**src/rtl/aes_pkg.sv**
```systemverilog
// ---------------------------------------------------------------------------
// aes_pkg
// Shared definitions for the AES round datapath: state width, number of
// round stages, stage index constants and the 3-bit stage select type used
// by both the 5:1 round mux and the 1:5 demux.
// Also holds the state encoding of the single-entry holding register.
// ---------------------------------------------------------------------------
package aes_pkg;

    localparam int AES_STATE_W    = 128;
    localparam int AES_NUM_STAGES = 5;

    typedef logic [2:0] stage_sel_t;

    localparam stage_sel_t STG_LOAD  = 3'd0;
    localparam stage_sel_t STG_SUB   = 3'd1;
    localparam stage_sel_t STG_SHIFT = 3'd2;
    localparam stage_sel_t STG_MIX   = 3'd3;
    localparam stage_sel_t STG_ARK   = 3'd4;

    typedef enum logic [0:0] {
        HOLD_EMPTY = 1'b0,
        HOLD_FULL  = 1'b1
    } hold_state_t;

    // True when sel names an existing stage.
    function automatic logic sel_is_valid(input stage_sel_t sel, input stage_sel_t num_stages);
        return (sel < num_stages);
    endfunction

endpackage

```
**src/rtl/hold_reg_128.sv**
```systemverilog
// ---------------------------------------------------------------------------
// hold_reg_128
// Single-entry holding register (data + destination select + valid).
//
// Handshake: a word is written on any rising edge where wr_en=1; the parent
// only raises wr_en when the register is empty or is being drained in the
// same cycle. A held word leaves on the edge where rd_valid=1 and
// rd_ready=1 (drain). rd_valid never drops without a drain, and
// rd_data/rd_sel stay stable while rd_valid=1 and rd_ready=0.
//
// Ports:
//   clk, rst    clock, synchronous active-high reset
//   wr_en       load wr_data/wr_sel this edge
//   wr_data     word to load
//   wr_sel      destination to load
//   rd_ready    consumer of the held word is ready
//   rd_valid    a word is held
//   rd_data     held word (keeps last value after draining)
//   rd_sel      destination of the held word
//   drain       held word leaves on this edge
//   state_dbg   current FSM state
// ---------------------------------------------------------------------------
module hold_reg_128
    import aes_pkg::*;
#(
    parameter int WIDTH = AES_STATE_W
) (
    input  logic             clk,
    input  logic             rst,
    input  logic             wr_en,
    input  logic [WIDTH-1:0] wr_data,
    input  logic [2:0]       wr_sel,
    input  logic             rd_ready,
    output logic             rd_valid,
    output logic [WIDTH-1:0] rd_data,
    output logic [2:0]       rd_sel,
    output logic             drain,
    output hold_state_t      state_dbg
);

    hold_state_t state_q;
    hold_state_t state_d;

    always_ff @(posedge clk) begin
        if (rst) begin
            state_q <= HOLD_EMPTY;
        end else begin
            state_q <= state_d;
        end
    end

    always_comb begin
        state_d  = state_q;
        rd_valid = 1'b0;
        drain    = 1'b0;
        case (state_q)
            HOLD_EMPTY: begin
                if (wr_en) begin
                    state_d = HOLD_FULL;
                end
            end
            HOLD_FULL: begin
                rd_valid = 1'b1;
                drain    = rd_ready;
                // A simultaneous drain and write keeps the register full.
                if (rd_ready && !wr_en) begin
                    state_d = HOLD_EMPTY;
                end
            end
            default: state_d = HOLD_EMPTY;
        endcase
    end

    always_ff @(posedge clk) begin
        if (rst) begin
            rd_data <= '0;
            rd_sel  <= '0;
        end else if (wr_en) begin
            rd_data <= wr_data;
            rd_sel  <= wr_sel;
        end
    end

    assign state_dbg = state_q;

endmodule

```
**src/rtl/demux_1to5_128bit_reg.sv**
```systemverilog
// ---------------------------------------------------------------------------
// demux_1to5_128bit_reg
// Registered 1-to-5 demultiplexer for 128-bit AES state words. Routes one
// state word with a 3-bit destination index to one of five round stages
// (0 load, 1 SubBytes, 2 ShiftRows, 3 MixColumns, 4 AddRoundKey) through a
// single-entry holding register.
//
// Ports:
//   clk        system clock, rising edge
//   rst        synchronous active-high reset
//   in_data    state word to route
//   in_sel     destination index 0..4
//   in_valid   in_data/in_sel valid
//   in_ready   word accepted this cycle (combinational)
//   out_data   held word, shared by all channels
//   out_valid  one-hot, bit i = channel i holds a word
//   out_ready  per-channel consumer ready
//   err_sel    sticky: a word with an invalid in_sel was accepted
//   drop_cnt   (only with DEMUX_DROP_COUNT_EN) saturating count of
//              accepted invalid-sel words
//
// Build option: define DEMUX_DROP_COUNT_EN to add the drop_cnt counter.
// ---------------------------------------------------------------------------
module demux_1to5_128bit_reg
    import aes_pkg::*;
#(
    parameter int WIDTH   = AES_STATE_W,
    parameter int NUM_OUT = AES_NUM_STAGES
) (
    input  logic               clk,
    input  logic               rst,
    input  logic [WIDTH-1:0]   in_data,
    input  logic [2:0]         in_sel,
    input  logic               in_valid,
    output logic               in_ready,
    output logic [WIDTH-1:0]   out_data,
    output logic [NUM_OUT-1:0] out_valid,
    input  logic [NUM_OUT-1:0] out_ready,
    output logic               err_sel
`ifdef DEMUX_DROP_COUNT_EN
    ,
    output logic [7:0]         drop_cnt
`endif
);

    localparam stage_sel_t NUM_OUT_SEL = stage_sel_t'(NUM_OUT);

    logic        accept;
    logic        sel_ok;
    logic        load;
    logic        held;
    logic        drain;
    logic        sel_ready;
    stage_sel_t  sel_q;
    hold_state_t hold_state;

    assign sel_ok = sel_is_valid(in_sel, NUM_OUT_SEL);
    assign accept = in_valid & in_ready;
    // Invalid-sel words are consumed but never written into the register.
    assign load   = accept & sel_ok;

    // Only the selected channel's ready matters; out_valid is one-hot so
    // the reduction picks exactly that bit.
    assign sel_ready = |(out_valid & out_ready);

    // Space is available when empty, or when the held word leaves this edge.
    assign in_ready = !rst & (!held | drain);

    hold_reg_128 #(
        .WIDTH (WIDTH)
    ) u_hold (
        .clk       (clk),
        .rst       (rst),
        .wr_en     (load),
        .wr_data   (in_data),
        .wr_sel    (in_sel),
        .rd_ready  (sel_ready),
        .rd_valid  (held),
        .rd_data   (out_data),
        .rd_sel    (sel_q),
        .drain     (drain),
        .state_dbg (hold_state)
    );

    // One-hot expansion of the held select.
    always_comb begin
        out_valid = '0;
        for (int i = 0; i < NUM_OUT; i++) begin
            out_valid[i] = held && (sel_q == stage_sel_t'(i));
        end
    end

    always_ff @(posedge clk) begin
        if (rst) begin
            err_sel <= 1'b0;
        end else if (accept && !sel_ok) begin
            err_sel <= 1'b1;
        end
    end

`ifdef DEMUX_DROP_COUNT_EN
    always_ff @(posedge clk) begin
        if (rst) begin
            drop_cnt <= 8'h00;
        end else if (accept && !sel_ok && (drop_cnt != 8'hFF)) begin
            drop_cnt <= drop_cnt + 8'h01;
        end
    end
`else
    // No drop counter in this build; err_sel alone records invalid selects.
`endif

endmodule

```
**config.mk**
```make
export PLATFORM = sky130hd
export DESIGN_NAME = demux_1to5_128bit_reg
export DESIGN_NICKNAME = d
export VERILOG_FILES = /design/src/rtl/aes_pkg.sv /design/src/rtl/hold_reg_128.sv /design/src/rtl/demux_1to5_128bit_reg.sv
export SDC_FILE = /design/constraint.sdc
export NUM_CORES = 1
export LEC_CHECK = 0
export CAP_MARGIN = 20
export CORE_ASPECT_RATIO = 0.5
export CORE_UTILIZATION = 40
export DETAILED_ROUTE_END_ITERATION = 12
export GPL_TIMING_DRIVEN = 0
export MAX_ROUTING_LAYER = met4
export PLACE_DENSITY = 0.81
export SYNTH_ARGS = -nofsm -noshare
export SYNTH_HDL_FRONTEND = slang
export SYNTH_SLANG_ARGS = --single-unit
```
**constraint.sdc**
```tcl
create_clock -name clk -period 2.2 [get_ports clk]
set_clock_uncertainty 0.1 [all_clocks]
set_input_delay 0.44 -clock clk [delete_from_list [all_inputs] [get_ports clk]]
set_output_delay 0.44 -clock clk [all_outputs]
set_load 0.1 [all_outputs]
```
==> impl_metrics.ini <==
[sta]
finalSetupViolCount = 1
hold_viol = 0
slew_headroom = 0.317
min_period_ps = 2380
fmax_mhz = 419
setup_tns_ps = -185
fin_crit_sh = 1.08
slew_viol_final = 0
tightest_slew_ps = 1030
fin_ws_ps = -185
rsz0062_at_grt = yes
whs_ps = 359

[floorplan]
dieHeight_um = 83.4
die_area_um2 = 13700
die_w_um = 165
io_pins = 274
initial_utilization = 0.414
rows = 29
core_area_um2 = 12800

[detailed_routing]
vias = 4314
dr.pass1.iters = 4
drt.antenna.violating_nets = 0
wl_mm = 14.8
viasPerCell = 4.63
wl_per_cell_um = 15.9
drt-initial-drc-count = 114
drcViolationCount = 0

[synthesis]
syn_area_per_cell_um2 = 11.6
synth_top_area_share = 0.502
syn-num-nets = 594
ys_ff_latch = 133
yosys.area.top_type = dfxtp_1
ys_top_cells_by_area = dfxtp_1 (50%), mux2_1 (27%), nor2b_1 (15%)
ys_seq_area_frac = 0.502
ys_types = 22
synth_area_um2 = 5300
synth_warnings = 0
syn_inst = 455

[setup_path]
cpMaxStageDelayCell = dfxtp_2
critPathTopFamily = simple AND/OR/NAND/NOR gates
cp_max_fo = 8
cp_slowest_stage_delay_ps = 330
critPathKind = reg2out
worst_setup_path_start_kind = flop
path_cells = buf_8, mux2i_4, o32ai_4, or2_1, nor2b_4, buf_12
cp.buffers_inverters = 2
r2r_start = u_hold.rd_sel[0]
r2r-end = u_hold.rd_data[31]
r2r_slack_ps = 30
ff2ff_path_depth = 8
required_ps = 1660
endpoint_kind = output pin
arrival_ps = 1840

[layout]
finalCoreUtilization = 0.691
diodes = 0
nFillCells = 1009
drive_above_1_share = 0.0880
final_common_cell = clkdlybuf4s50_1
area_growth_pct = 67.1
mostFrequentLayoutCells = clkdlybuf4s50_1 (137), dfxtp_1 (131), nor2b_1 (128), mux2_1 (128), dlygate4sd2_1 (123)
finalNetCount = 887

[power_and_ir_drop]
power_per_cell_area_nw_per_um2 = 903
power.leakage_nw = 4.21
ir_worst_vdd_mv = 0.490

[placement]
dp_hpwl_mm = 11.0
gp_congestion = 0.830
io_buffers = 272
preCtsSetupSlack_ps = -1240

[min_path]
whs_endpoint = err_sel
hp-class = reg2reg
hold_start = err_sel
min_path_cells = 2

[grt]
grt_max_degree = 17
grt.total_usage = 0.229
grt_first_pass_wirelength_mm = 23.5
grt_pass1_vias = 4737
overflow = 0
grt_antenna_before_repair = 0

[clock_network]
cts_tree = yes
clkTransAtPathRegs_ps = 60
clk_latency_ps = 400
root_buffer = clkbuf_16
cts_buffer_depth = 2
cts_sinks = 133
cts_inserted_buffers = 17
htree_num_levels = 4
hold_buffers = 0

[run_status]
violations = negative setup slack
status = finished, violations left

[flow_run]
cap_violations = 0
-- layout make-up --
class                   instances  area (um2)  area share
clock inverters                12         224      0.0253
clock buffers                  20         457      0.0516
well taps                     170         213      0.0240
flip-flops and latches        133        2670       0.301
repair buffers                274        2580       0.292
inverters                       4        15.0     0.00170
plain buffers                  30         183      0.0206
multi-input cells             288        2520       0.284
-- state kept, by name, summed over array words and instances, names as in the netlist --
register,cells
u_hold.rd_data,128
u_hold.state_dbg,1
u_hold.rd_sel,3
err_sel,1
-- power by group --
group          total, mW  switching (mW)  internal [mW]
logic               2.08            1.51          0.573
registers           2.65          0.0738           2.58
clock network       3.27            1.07           2.19
total               8.00            2.65           5.35
-- routing by layer --
layer  global-route usage  vias up  share of wire
met5                    -        -              0
li1                     -     2103              -
met1                0.244     2064           0.41
met3               0.0450       32          0.034
met2                0.411      115           0.53
met4               0.0951        0          0.027
-- repair_timing --
item,4_1_cts,5_1_grt
buffers inserted,1,1
endpoints found under the hold margin,0,0
endpoints found under the setup margin,139,138
pin swaps,1,2
gates resized for setup,172,17
-- cells in the mapped netlist --
cell / number
nor2b_1: 129
nand3b_1: 2
o21ai_1: 2
o32ai_4: 1
nand2_1: 2
or2_1: 1
o21bai_2: 1
buf_2: 3
nand2b_1: 3
nor3_1: 3
mux2_1: 128
a21oi_1: 4
a2bb2oi_1: 2
a221oi_1: 1
mux2i_1: 2
clkbuf_1: 15
nor2_1: 4
o211ai_1: 2
o21ai_0: 1
dfxtp_1: 133
buf_4: 12
inv_1: 4
-- per-stage QoR --
| step | cell area [um2] | power [mW] | cells |
|---|---|---|---|
| 6_report | 8850 | 8.00 | 931 |
| 5_1_grt | 8850 | 8.25 | 931 |
| 4_1_cts | 8800 | 8.06 | 930 |
| 3_5_place_dp | 8260 | 4.88 | 897 |
| 3_3_place_gp | 8260 | 4.86 | 897 |
| 2_1_floorplan | 5320 | 4.23 | 455 |
-- kinds of logic after synthesis --
group	after synthesis	share of synthesized area
simple gates	144	0.167
flops	133	0.502
buf+inv	34	0.0333
mux	130	0.276
compound gates	14	0.0217
-- tightest hold or removal path: stages (launching register included) --
cell     delay, ps
dfxtp_1        310
inv_1           50
a21oi_1         50
-- worst max-delay path by stage --
stage                          start            to  slack (ps)  cells past startpoint
floorplan           u_hold.rd_sel[2]  out_valid[2]        -240                      2
global placement        out_ready[1]      in_ready       -1190                      6
detailed placement               rst      in_ready       -1240                      5
CTS                 u_hold.rd_sel[0]      in_ready        -240                      6
global route        u_hold.rd_sel[0]      in_ready        -250                      6
finish              u_hold.rd_sel[0]      in_ready        -180                      6
Power figures use the tool's default switching activity.
==> variant 1: new RTL, config.mk and constraints unchanged <==
Add a define of `DEMUX_DROP_COUNT_EN`.
--- a/src/rtl/demux_1to5_128bit_reg.sv
+++ b/src/rtl/demux_1to5_128bit_reg.sv
@@ -22,4 +22,6 @@
 // Build option: define DEMUX_DROP_COUNT_EN to add the drop_cnt counter.
 // ---------------------------------------------------------------------------
+`define DEMUX_DROP_COUNT_EN
+
 module demux_1to5_128bit_reg
     import aes_pkg::*;
Behaviour (old outputs only; new: drop_cnt): unchanged (equiv_simple and equiv_induct, registers matched by name and starting in step).
==> variant 1 against the original RTL <==
Die area down 2.4%; power fell by 10%; design area grew 3.2%; worst setup slack gained 40 ps; sequential cell count increased by 8; sequential power increased by 2%; clock power decreased by 10%; the run still ends with setup timing left; non-clock buffer count grew 42; synthesized cell count increased by 44%; largest power group unchanged; wire length increased by 23%; synthesized area decreased by 2.4%; critical endpoint unchanged; combinational power shrank 25%.
==> variant 1: results <==
group,metric,value,unit
cts,cts_buffer_depth,2,
power_and_ir_drop,peakVddDrop,0.530,mV
power_and_ir_drop,p_clk,2.94,mW
cts,cts_buffers,17,
hold_path,hold-path-endpoint,"u_hold.rd_data[24]",
drt,num_vias,5734,
global_route,track_usage,25.7,%
sta,slew_headroom,32.7,%
synth,syn_area_per_cell,7.89,µm²
synth,yosysWarningCount,0,
synth,synthTopCellsByArea,"dfxtp_1 55%, nand2_1 19%, a21oi_1 14%, buf_4 1.7%, buf_2 1.5%",
sta,setup_ws,-145,ps
power_and_ir_drop,p_leak,3.86,nW
synth,synth.top_cells.by_count,"261 x nand2_1, 141 x dfxtp_1, 140 x a21oi_1",
power_and_ir_drop,sequentialPowerShare,37.6,%
setup_path,r2r-end,"u_hold.rd_data[88]",
cells_and_area,drive_above_1_share,12.5,%
placed_design,placed_cell_area,8210,µm²
setup_path,path_max_fanout,5,
cells_and_area,top_regs,"u_hold.rd_data: 128 flops, drop_cnt: 8 flops, u_hold.rd_sel: 3 flops",
hold_path,holdPathStages,2,
cells_and_area,fin_nets,1113,
outcome,violations,"setup timing",
setup_path,crit_end,"in_ready",
global_route,antenna_found_initial,0,
global_route,grt_pass1_wl,25700,µm
drt,antenna_left,0,
outcome,status,"complete, but fails checks",
synth,syn_nets,795,
hold_path,hp-class,"reg -> reg",
synth,ys_async_sr_fraction,0,%
power_and_ir_drop,intPower,4.96,mW
cts,insertion_delay,410,ps
synth,synth.yosys.seq_area_share,54.6,%
sta,setup_viol_count_final,61,
synth,yosysUniqueCellTypes,34,
hold_path,worstHoldStart,"u_hold.rd_data[24]",
cts,htreeDepth,4,
placed_design,portBuffers,280,
global_route,grt_max_degree,17,
placed_design,routabilityCongestion,0.865,
cts,cts_root_buf,"clkbuf_16",
sta,timing.hold.ws,347,ps
cells_and_area,fillers,953,
setup_path,ff2ff_setup_slack,-50,ps
setup_path,r2r_cells,10,
cells_and_area,diodes,0,
setup_path,cp-startpoint,"u_hold.rd_sel[0]",
drt,dr.pass1.iters,5,
setup_path,reg2reg_from,"u_hold.rd_sel[0]",
drt,vias_per_cell,4.98,
cts,clk_pin_slew,60,ps
drt,wl_per_cell,15.8,µm
setup_path,worstPathArrival,1800,ps
drt,drt-initial-drc-count,408,
global_route,grt_pass1_vias,5100,
placed_design,dp_hpwl,12500,µm
==> variant 1: cell count changes after synthesis, sizes merged, moves of 7 or more <==
cell | unedited run | this run
nor2b | 129 | 1
nor2 | 4 | 11
buf | 15 | 28
mux2 | 128 | 0
dfxtp | 133 | 141
nand2 | 2 | 261
a21oi | 4 | 140
==> variant 1: metrics by stage <==
stage | utilization, % | setup TNS [ps] | worst slack, ps | total power [mW]
global placement | 67.3 | -41390 | -1180 | 4.24
floorplan | - | -509 | -207 | 3.73
CTS | 71.4 | -213 | -195 | 7.13
global route | 75.0 | -5310 | -215 | 7.43
finish | 75.0 | -1560 | -145 | 7.19
detailed placement | 67.3 | -42960 | -1180 | 4.26
==> variant 1: per-layer routing <==
layer	track usage [%]	vias to the layer above	part of all wire, %
met1	29.7	2700	41
met5	-	-	0
met4	9.07	0	1.9
li1	-	2798	-
met2	44.8	196	51
met3	5.64	40	6.2
==> variant 1: kinds of logic (layout without fill, tap and decap cells) <==
group	Yosys count	count (layout)	share of synthesized area [%]
AOI/OAI and AO/OA	161	161	16.6
buffers and inverters	48	379	4.74
muxes	2	2	0.387
adders and majority gates	1	1	0.242
and+or+nand+nor	302	302	23.4
DFF	141	141	54.6
==> variant 1: area by class of cell <==
type	instances	area share, %
sequential	141	30.9
clock inverter	13	1.79
inverter	1	0.0411
timing repair buffer	299	31.9
clock buffer	19	4.85
tap	165	2.26
multi-input combinational	466	24.3
buffer	47	3.87
==> variant 1: critical path, stage by stage, from the launching register on <==
cell and delay (ps):
dfxtp_1 310, buf_6 130, mux2i_4 190, o32ai_4 320, nor2_4 110, nor2_4 140, buf_12 190
==> variant 1: timing repair <==
item	4_1_cts	5_1_grt
pin swaps	3	29
buffers inserted	3	10
resized for setup	198	87
hold buffers	0	0
setup endpoints to repair	155	160
cloned	1	6
==> variant 2: new RTL, same settings <==
Made on the original files. Register the output `err_sel` once more, with the module's reset; this adds one clock of latency there. The other outputs are not delayed to match.
--- a/src/rtl/demux_1to5_128bit_reg.sv
+++ b/src/rtl/demux_1to5_128bit_reg.sv
@@ -45,4 +45,6 @@
 
     localparam stage_sel_t NUM_OUT_SEL = stage_sel_t'(NUM_OUT);
+
+    logic err_sel_s0;
 
     logic        accept;
@@ -93,7 +95,7 @@
     always_ff @(posedge clk) begin
         if (rst) begin
-            err_sel <= 1'b0;
+            err_sel_s0 <= 1'b0;
         end else if (accept && !sel_ok) begin
-            err_sel <= 1'b1;
+            err_sel_s0 <= 1'b1;
         end
     end
@@ -111,4 +113,12 @@
 `endif
 
+    always_ff @(posedge clk) begin
+        if (rst) begin
+            err_sel <= '0;
+        end else begin
+            err_sel <= err_sel_s0;
+        end
+    end
+
 endmodule
 
Function: changed (a bounded check fails within 4 cycles, from zero or initial values and one cycle with rst high).
==> variant 2 against the original RTL <==
The flow still finishes with violations (setup timing); power is 3.5% lower; synthesized area up 0.40%; worst setup slack improved by 32 ps; sequential cell count is 1 higher; wire length is 4.5% higher; sequential share of layout area is 0.63 points lower; design area up 2.9%; global-route usage is essentially flat; highest routed layer unchanged.
==> variant 2: results <==
group,metric,value,unit
placed_design,post-place-ws,-1770,ps
global_route,grt.met2_usage,40.1,%
synth,synth.top_cells.by_count,"134 x dfxtp_1, 129 x nor2b_1, 128 x mux2_1",
outcome,violations,"setup timing",
outcome,status,"complete, but fails checks",
setup_path,worstPathArrival,1810,ps
placed_design,routabilityCongestion,0.762,
drt,wl_per_cell,16.4,µm
sta,setup_ws,-153,ps
global_route,grtUsageMet3,4.12,%
drt,num_vias,4407,
synth,yosysUniqueCellTypes,23,
synth,syn_nets,596,
global_route,grt_util_met1,25.5,%
global_route,grt_max_degree,20,
sta,worst_pin_slew,1020,ps
cells_and_area,fin_nets,899,
synth,synthTopCellsByArea,"dfxtp_1 50%, mux2_1 27%, nor2b_1 15%, buf_4 1.6%, clkbuf_1 0.99%",
sta,setup_viol_count_final,100,
power_and_ir_drop,comb_power_share,27.9,%
setup_path,ff2ff_setup_slack,-90,ps
placed_design,portBuffers,273,
power_and_ir_drop,power.share.switching,34.4,%
power_and_ir_drop,peakVddDrop,0.510,mV
power_and_ir_drop,pwr.group.combinational,2.15,mW
-- variant 2: metal layers --
layer  vias to the layer above  wire (µm)
li1                       2130          -
met1                      2140       6400
met2                       108       8180
met3                        29        473
met4                         0        405
met5                         -          0
-- variant 2: what timing repair did --
action                                  4_1_cts  5_1_grt
pin swaps                                     1        4
buffers inserted                              1        6
cloned                                        1        4
gates resized for setup                     176       55
hold endpoints to repair                      0        0
endpoints found under the setup margin      239      134
-- variant 2: critical path, cell delays in order, from the launching register on --
cell	delay (ps)
dfxtp_2	330
buf_6	140
mux2i_4	250
o32ai_4	110
or2_1	270
nor2b_4	140
buf_12	160
-- variant 2: area by class of cell --
| type | instances | area [µm²] |
|---|---|---|
| Sequential cell | 134 | 2690 |
| Clock buffer | 19 | 453 |
| Inverter | 4 | 15.0 |
| Clock inverter | 13 | 155 |
| Multi-Input combinational cell | 289 | 2530 |
| Buffer | 29 | 312 |
| Fill cell | 997 | 3700 |
| Tap cell | 170 | 213 |
| Timing Repair Buffer | 285 | 2750 |
-- variant 2: logic make-up after synthesis --
family,share of synthesized area [%]
flops,50.4
simple gates,16.7
compound gates,2.16
mux,27.5
buf+inv,3.27
-- variant 2: through the flow --
step                hold slack, ps  cells  setup TNS [ps]
finish                         350    943           -5960
global route                   353    943          -13650
CTS                            348    933            -200
detailed placement             340    900          -65150
global placement               331    900          -62750
floorplan                      316    457            -613
-- variant 2: worst paths after layout --
kind | from | endpoint | cells past startpoint
setup / recovery | u_hold.rd_sel[0] | in_ready | 6
hold / removal | err_sel_s0 | err_sel | 2
setup reg to reg | u_hold.rd_sel[0] | u_hold.rd_data[22] | 10
hold reg to reg | err_sel_s0 | err_sel | 2
